==> src/rtl/spi_master.sv <==
`timescale 1ns/1ps
// spi_master: single-slave SPI master sending an 11-bit command frame
// (lead bit, 2-bit cmd, 8-bit payload). A read-data frame (cmd=11) adds
// TA_CYCLES turnaround SCK periods and then receives one byte from MISO.
// SCK idles low. MOSI changes on the clk edge that drives SCK low.
// MISO is sampled on the clk edge that drives SCK high->low.
//
// Handshake: start is honoured only in IDLE and only when done is low.
// busy stays high until the cycle in which done pulses. There is no
// ready/valid backpressure and no queuing of a start.
//
// Optional feature: define SPI_MASTER_ABORT_EN to add the abort input and
// the aborted output. abort in SETUP/SHIFT/TURN/READ forces SCK low and
// goes to HOLD. The closing done then pulses with aborted=1.
//
// dbg_state exposes the FSM state so checkers can bind to it.
module spi_master #(
  parameter int CLK_DIV   = 2,
  parameter int TA_CYCLES = 2
) (
  input  logic       clk,
  input  logic       rst_n,
  input  logic       start,
  input  logic [1:0] cmd,
  input  logic [7:0] wdata,
`ifdef SPI_MASTER_ABORT_EN
  input  logic       abort,
  output logic       aborted,
`endif
  output logic       busy,
  output logic       done,
  output logic [7:0] rdata,
  output logic       SCK,
  output logic       MOSI,
  output logic       SS_n,
  input  logic       MISO,
  output logic [2:0] dbg_state
);

  typedef enum logic [2:0] {
    S_IDLE  = 3'd0,
    S_SETUP = 3'd1,
    S_SHIFT = 3'd2,
    S_TURN  = 3'd3,
    S_READ  = 3'd4,
    S_HOLD  = 3'd5
  } state_e;

  localparam int DW = (CLK_DIV > 1) ? $clog2(CLK_DIV) : 1;
  localparam logic [DW-1:0] DIV_LAST   = DW'(CLK_DIV - 1);
  localparam logic [15:0]   TURN_LAST  = 16'(TA_CYCLES - 1);
  localparam logic [15:0]   SHIFT_LAST = 16'd10;
  localparam logic [15:0]   READ_LAST  = 16'd7;

  state_e        state_q, state_d;
  logic [DW-1:0] div_q, div_d;       // half-period divider
  logic [15:0]   cnt_q, cnt_d;       // SCK falling edges within the current state
  logic [9:0]    tx_q, tx_d;         // bits still to be placed on MOSI
  logic [6:0]    rx_q, rx_d;         // first seven received bits
  logic [7:0]    rdata_q, rdata_d;
  logic          rd_frame_q, rd_frame_d;
  logic          sck_q, sck_d;
  logic          mosi_q, mosi_d;
  logic          ss_n_q, ss_n_d;
  logic          done_q, done_d;
  logic          tick;               // last clk cycle of a half-period
  logic          sck_fall;           // this edge drives SCK high->low
  logic          accept;             // start honoured this cycle
  logic          abort_hit;          // abort honoured this cycle
`ifdef SPI_MASTER_ABORT_EN
  logic          abrt_pend_q, abrt_pend_d;
  logic          aborted_q, aborted_d;
`endif

  assign tick     = (div_q == DIV_LAST);
  assign sck_fall = tick && sck_q;
  assign accept   = (state_q == S_IDLE) && start && !done_q;

  // abort qualification: only active frame states react to it
  always_comb begin
    abort_hit = 1'b0;
`ifdef SPI_MASTER_ABORT_EN
    abort_hit = abort && ((state_q == S_SETUP) || (state_q == S_SHIFT) ||
                          (state_q == S_TURN)  || (state_q == S_READ));
`endif
  end

  // state register
  always_ff @(posedge clk or negedge rst_n) begin
    if (!rst_n) state_q <= S_IDLE;
    else        state_q <= state_d;
  end

  // next-state logic
  always_comb begin
    state_d = state_q;
    unique case (state_q)
      S_IDLE:  if (accept) state_d = S_SETUP;
      S_SETUP: begin
        if (abort_hit) state_d = S_HOLD;
        else if (tick) state_d = S_SHIFT;
      end
      S_SHIFT: begin
        if (abort_hit) begin
          state_d = S_HOLD;
        end else if (sck_fall && cnt_q == SHIFT_LAST) begin
          if (!rd_frame_q)         state_d = S_HOLD;
          else if (TA_CYCLES == 0) state_d = S_READ;
          else                     state_d = S_TURN;
        end
      end
      S_TURN: begin
        if (abort_hit)                            state_d = S_HOLD;
        else if (sck_fall && cnt_q == TURN_LAST)  state_d = S_READ;
      end
      S_READ: begin
        if (abort_hit)                            state_d = S_HOLD;
        else if (sck_fall && cnt_q == READ_LAST)  state_d = S_HOLD;
      end
      S_HOLD:  if (tick) state_d = S_IDLE;
      default: state_d = S_IDLE;
    endcase
  end

  // next values of the datapath and the registered pin outputs
  always_comb begin
    div_d      = (state_q == S_IDLE || tick) ? '0 : div_q + DW'(1);
    cnt_d      = cnt_q;
    tx_d       = tx_q;
    rx_d       = rx_q;
    rdata_d    = rdata_q;
    rd_frame_d = rd_frame_q;
    sck_d      = sck_q;
    mosi_d     = mosi_q;
    ss_n_d     = ss_n_q;
    done_d     = 1'b0;
`ifdef SPI_MASTER_ABORT_EN
    abrt_pend_d = abrt_pend_q;
    aborted_d   = 1'b0;
`endif
    unique case (state_q)
      S_IDLE: begin
        sck_d  = 1'b0;
        mosi_d = 1'b0;
        ss_n_d = 1'b1;
        if (accept) begin
          // the lead bit goes out at once; the rest waits in tx
          tx_d       = {cmd, wdata};
          mosi_d     = cmd[1];
          ss_n_d     = 1'b0;
          rd_frame_d = (cmd == 2'b11);
          cnt_d      = '0;
`ifdef SPI_MASTER_ABORT_EN
          abrt_pend_d = 1'b0;
`endif
        end
      end
      S_SETUP: begin
        sck_d = 1'b0;
      end
      S_SHIFT: begin
        if (tick) sck_d = ~sck_q;
        if (sck_fall) begin
          if (cnt_q == SHIFT_LAST) begin
            cnt_d  = '0;
            mosi_d = 1'b0;
          end else begin
            cnt_d  = cnt_q + 16'd1;
            mosi_d = tx_q[9];
            tx_d   = {tx_q[8:0], 1'b0};
          end
        end
      end
      S_TURN: begin
        if (tick) sck_d = ~sck_q;
        if (sck_fall) cnt_d = (cnt_q == TURN_LAST) ? '0 : cnt_q + 16'd1;
      end
      S_READ: begin
        if (tick) sck_d = ~sck_q;
        if (sck_fall) begin
          rx_d = {rx_q[5:0], MISO};
          if (cnt_q == READ_LAST) begin
            cnt_d   = '0;
            rdata_d = {rx_q, MISO};
          end else begin
            cnt_d = cnt_q + 16'd1;
          end
        end
      end
      S_HOLD: begin
        sck_d = 1'b0;
        if (tick) begin
          ss_n_d = 1'b1;
          done_d = 1'b1;
`ifdef SPI_MASTER_ABORT_EN
          aborted_d = abrt_pend_q;
`endif
        end
      end
      default: begin
        sck_d  = 1'b0;
        mosi_d = 1'b0;
        ss_n_d = 1'b1;
      end
    endcase
    // an abort parks the bus and leaves rdata untouched
    if (abort_hit) begin
      sck_d   = 1'b0;
      mosi_d  = 1'b0;
      cnt_d   = '0;
      div_d   = '0;
      rdata_d = rdata_q;
`ifdef SPI_MASTER_ABORT_EN
      abrt_pend_d = 1'b1;
`endif
    end
  end

  // datapath and pin registers
  always_ff @(posedge clk or negedge rst_n) begin
    if (!rst_n) begin
      div_q      <= '0;
      cnt_q      <= '0;
      tx_q       <= '0;
      rx_q       <= '0;
      rdata_q    <= 8'h00;
      rd_frame_q <= 1'b0;
      sck_q      <= 1'b0;
      mosi_q     <= 1'b0;
      ss_n_q     <= 1'b1;
      done_q     <= 1'b0;
    end else begin
      div_q      <= div_d;
      cnt_q      <= cnt_d;
      tx_q       <= tx_d;
      rx_q       <= rx_d;
      rdata_q    <= rdata_d;
      rd_frame_q <= rd_frame_d;
      sck_q      <= sck_d;
      mosi_q     <= mosi_d;
      ss_n_q     <= ss_n_d;
      done_q     <= done_d;
    end
  end

`ifdef SPI_MASTER_ABORT_EN
  // abort bookkeeping: remembered until the closing done
  always_ff @(posedge clk or negedge rst_n) begin
    if (!rst_n) begin
      abrt_pend_q <= 1'b0;
      aborted_q   <= 1'b0;
    end else begin
      abrt_pend_q <= abrt_pend_d;
      aborted_q   <= aborted_d;
    end
  end

  assign aborted = aborted_q;
`endif

  assign busy      = (state_q != S_IDLE);
  assign done      = done_q;
  assign rdata     = rdata_q;
  assign SCK       = sck_q;
  assign MOSI      = mosi_q;
  assign SS_n      = ss_n_q;
  assign dbg_state = state_q;

endmodule

==> config.mk <==
export PLATFORM = sky130hd
export DESIGN_NAME = spi_master
export DESIGN_NICKNAME = d
export VERILOG_FILES = /design/src/rtl/spi_master.sv
export SDC_FILE = /design/constraint.sdc
export NUM_CORES = 1
export LEC_CHECK = 0
export CAP_MARGIN = 20
export CORE_AREA = 2 2 85 87
export CTS_BUF_LIST = sky130_fd_sc_hd__clkbuf_16
export DETAILED_ROUTE_END_ITERATION = 10
export DIE_AREA = 0 0 87 89
export PLACE_DENSITY_LB_ADDON = 0.08
export SLEW_MARGIN = 10
export SYNTH_ARGS = -nofsm -noshare
export SYNTH_HDL_FRONTEND = slang
export SYNTH_SLANG_ARGS = --single-unit
==> constraint.sdc <==
create_clock -name clk -period 4.6 [get_ports clk]
set_input_delay 1.15 -clock clk [delete_from_list [all_inputs] [get_ports clk]]
set_output_delay 1.15 -clock clk [all_outputs]
set_load 0.1 [all_outputs]
==> results.json <==
{
  "die_width_um": 87,
  "grt_max_degree": 37,
  "synth_edf_count": 0,
  "gp_congestion": 0.7863,
  "netlist-cell-type-count": 45,
  "rsz0062_at_grt": "no",
  "busiest_layer": "met1",
  "ys_async_sr_fraction_pct": 100.0,
  "place_ws_ns": 1.426,
  "drt-vias-per-instance": 5.473,
  "hold_buffers": 0,
  "r2r_end": "cnt_q[10]",
  "hold_start": "tx_q[4]",
  "cts_tree": "done",
  "diodes": 0,
  "antenna_found_initial": 0,
  "clockPowerShare_pct": 19.7,
  "whs_endpoint": "tx_q[4]",
  "met1_usage_pct": 22.96,
  "fin_crit_sh_pct": 76.35,
  "p_switching_uw": 851.4,
  "io_pins": 30,
  "intPower_mw": 1.090,
  "end_kind": "output port",
  "yosysTopAreaCell": "dfrtp_1",
  "slew_viol_final": 0,
  "core_area_um2": 6719,
  "drv_cap": 0,
  "drt_iter0_drc": 69,
  "p_total_mw": 1.941,
  "vdd_ir_drop_max_v": 0.0001859,
  "hold_violations": 0,
  "yosysMostFrequentCell": "dfrtp_1",
  "pwr_density_cell_nw_per_um2": 619.8,
  "sequentialPowerShare_pct": 37.8,
  "dpl.hpwl_um": 3764,
  "crit_path_start_kind": "flip-flop",
  "fin_skew_ns": 0.007101,
  "overflow": 0,
  "syn_inst": 248,
  "tns_ns": 0,
  "ys_ff_latch": 50,
  "synth_area_leaders": "dfrtp_1, mux2_2, nand2_1",
  "clkTransAtPathRegs_ns": 0.07,
  "syn-num-nets": 265,
  "grt_pass1_vias": 1831,
  "clk_path_buf_depth": 2,
  "p_comb_share_pct": 42.5,
  "port-buffer-count": 29,
  "initial_core_util_pct": 39.50,
  "firstDrtPassIters": 4,
  "finalNetCount": 293,
  "final_util_pct": 46.61,
  "fin_cells": 357,
  "grt_pass1_wl_um": 9308,
  "use_met3_pct": 3.324,
  "syn2layout_area_growth_pct": 18.01,
  "std_cell_rows": 30,
  "track_usage_pct": 15.43,
  "dieArea_um2": 7743,
  "fin_ws_ns": 1.088,
  "min_path_type": "flip-flop to flip-flop",
  "synth_area_um2": 2654,
  "cts_setup_buffers": 0,
  "worstReg2RegStart": "dbg_state[1]",
  "gr-usage-met2_pct": 22.07,
  "cts_max_level": 2,
  "worstMarginPinSlew_ns": 0.9717,
  "yosys-top-cells-count": "dfrtp_1, mux2_2, nand2_1",
  "swShare_pct": 43.86,
  "hold_path_depth": 1,
  "crit_fanout": 18,
  "crit_required_ns": 3.45,
  "routed_wl_um": 5467,
  "fin_crit_ns": 3.512,
  "rrSetupSlack_ns": 1.95,
  "status": "completed",
  "p_leak_nw": 1.282,
  "seq_area_frac_synth_pct": 47.19,
  "critical_path_arrival_ns": 2.36,
  "via_count": 1954,
  "drcViolationCount": 0,
  "crit_type": "flip-flop to output port",
  "maxSlewHeadroom_pct": 35.02,
  "post_drt_wl_per_cell_um": 15.31,
  "finalSetupViolations": 0,
  "ys.warnings.count": 0,
  "chipHeight_um": 89,
  "synth_top_area_share_pct": 46.20,
  "drive_above_1_share_pct": 20.22,
  "cts_inserted_buffers": 5,
  "ant_nets": 0,
  "syn_area_per_cell_um2": 10.70,
  "clk_latency_ns": 0.29,
  "max_freq_mhz": 284.7,
  "cts_root_buffer": "clkbuf_16",
  "cts_sinks": 50,
  "post_cts_resized": 0,
  "ff2ff_path_depth": 5,
  "synth-main-ff-cell": "dfrtp_1",
  "dp_cells": 349
}
cells by family after synthesis:
family                     share of synthesized area (%)
and+or+nand+nor                                    17.30
AOI/OAI and AO/OA                                  14.57
DFF                                                47.20
muxes                                              14.80
buffers and inverters                              4.007
adders and majority gates                          1.792
xor gates and xnor gates                          0.3301
critical path, cell delays in order, from the launching register on:
cell,delay (ns)
dfrtp_1,0.69
or3_1,0.23
clkdlybuf4s50_1,1.14
worst max path at each step:
stage,slack (ns),depth (start not counted),from,endpoint
floorplan,1.58,5,dbg_state[1],tx_q[1]
global placement,1.46,2,dbg_state[1],busy
detailed placement,1.43,2,dbg_state[1],busy
CTS,1.10,2,dbg_state[1],busy
global route,1.01,2,dbg_state[1],busy
finish,1.09,2,dbg_state[1],busy
placed cells by master (no fill, tap or decap), types with 2 or more instances in the layout:
| master | instances |
|---|---|
| dfrtp_1 | 49 |
| mux2_2 | 34 |
| clkdlybuf4s50_1 | 28 |
| nand2_1 | 24 |
| nor2_1 | 15 |
| o21ai_0 | 15 |
| a21oi_1 | 13 |
| nand3_1 | 9 |
| inv_1 | 7 |
| o211ai_1 | 6 |
| or3_1 | 5 |
| o311ai_0 | 5 |
| clkbuf_16 | 5 |
| nor2b_1 | 4 |
| and2_1 | 4 |
| o22ai_1 | 4 |
| o31ai_1 | 4 |
| nor3b_1 | 3 |
| or4_4 | 3 |
| ha_1 | 3 |
| buf_4 | 3 |
| nor4_4 | 2 |
| nand2b_1 | 2 |
| nor3_1 | 2 |
| a211oi_1 | 2 |
| and3_1 | 2 |
| nand4_1 | 2 |
| a31oi_1 | 2 |
| o221ai_1 | 2 |
cell type report:
class	count	area, um^2
clock inverters	3	25.02
multi-input cells	180	1295
well taps	80	100.1
flip-flops and latches	50	1252
repair buffers	32	307.8
clock buffers	5	125.1
fillers	641	3587
inverters	7	26.28
registers in the layout, summed over array words and instances, names as in the netlist:
signal,flops
SS_n,1
done,1
tx_q,10
rx_q,7
cnt_q,16
dbg_state,3
rdata,8
MOSI,1
SCK,1
div_q,1
rd_frame_q,1
layer usage:
layer,wire length [um],share of wire (%)
met3,188,3.4
met4,76,1.4
met1,2866,52
met2,2337,43
met5,0,0
power by group through the flow:
stage	registers (mW)	logic, mW	clock network [mW]
2_1_floorplan	0.842	0.552	0
3_3_place_gp	0.738	0.825	0
3_5_place_dp	0.742	0.831	0
4_1_cts	0.734	0.834	0.393
5_1_grt	0.760	0.907	0.409
6_report	0.734	0.825	0.382
metrics by stage:
step / area [um^2] / hold WS, ns
3_5_place_dp: 2982 / 0.4889
3_3_place_gp: 2982 / 0.4860
5_1_grt: 3132 / 0.5189
2_1_floorplan: 2654 / 0.4714
6_report: 3132 / 0.5044
4_1_cts: 3132 / 0.5105
Note: power is estimated with default switching activity, not from simulation.
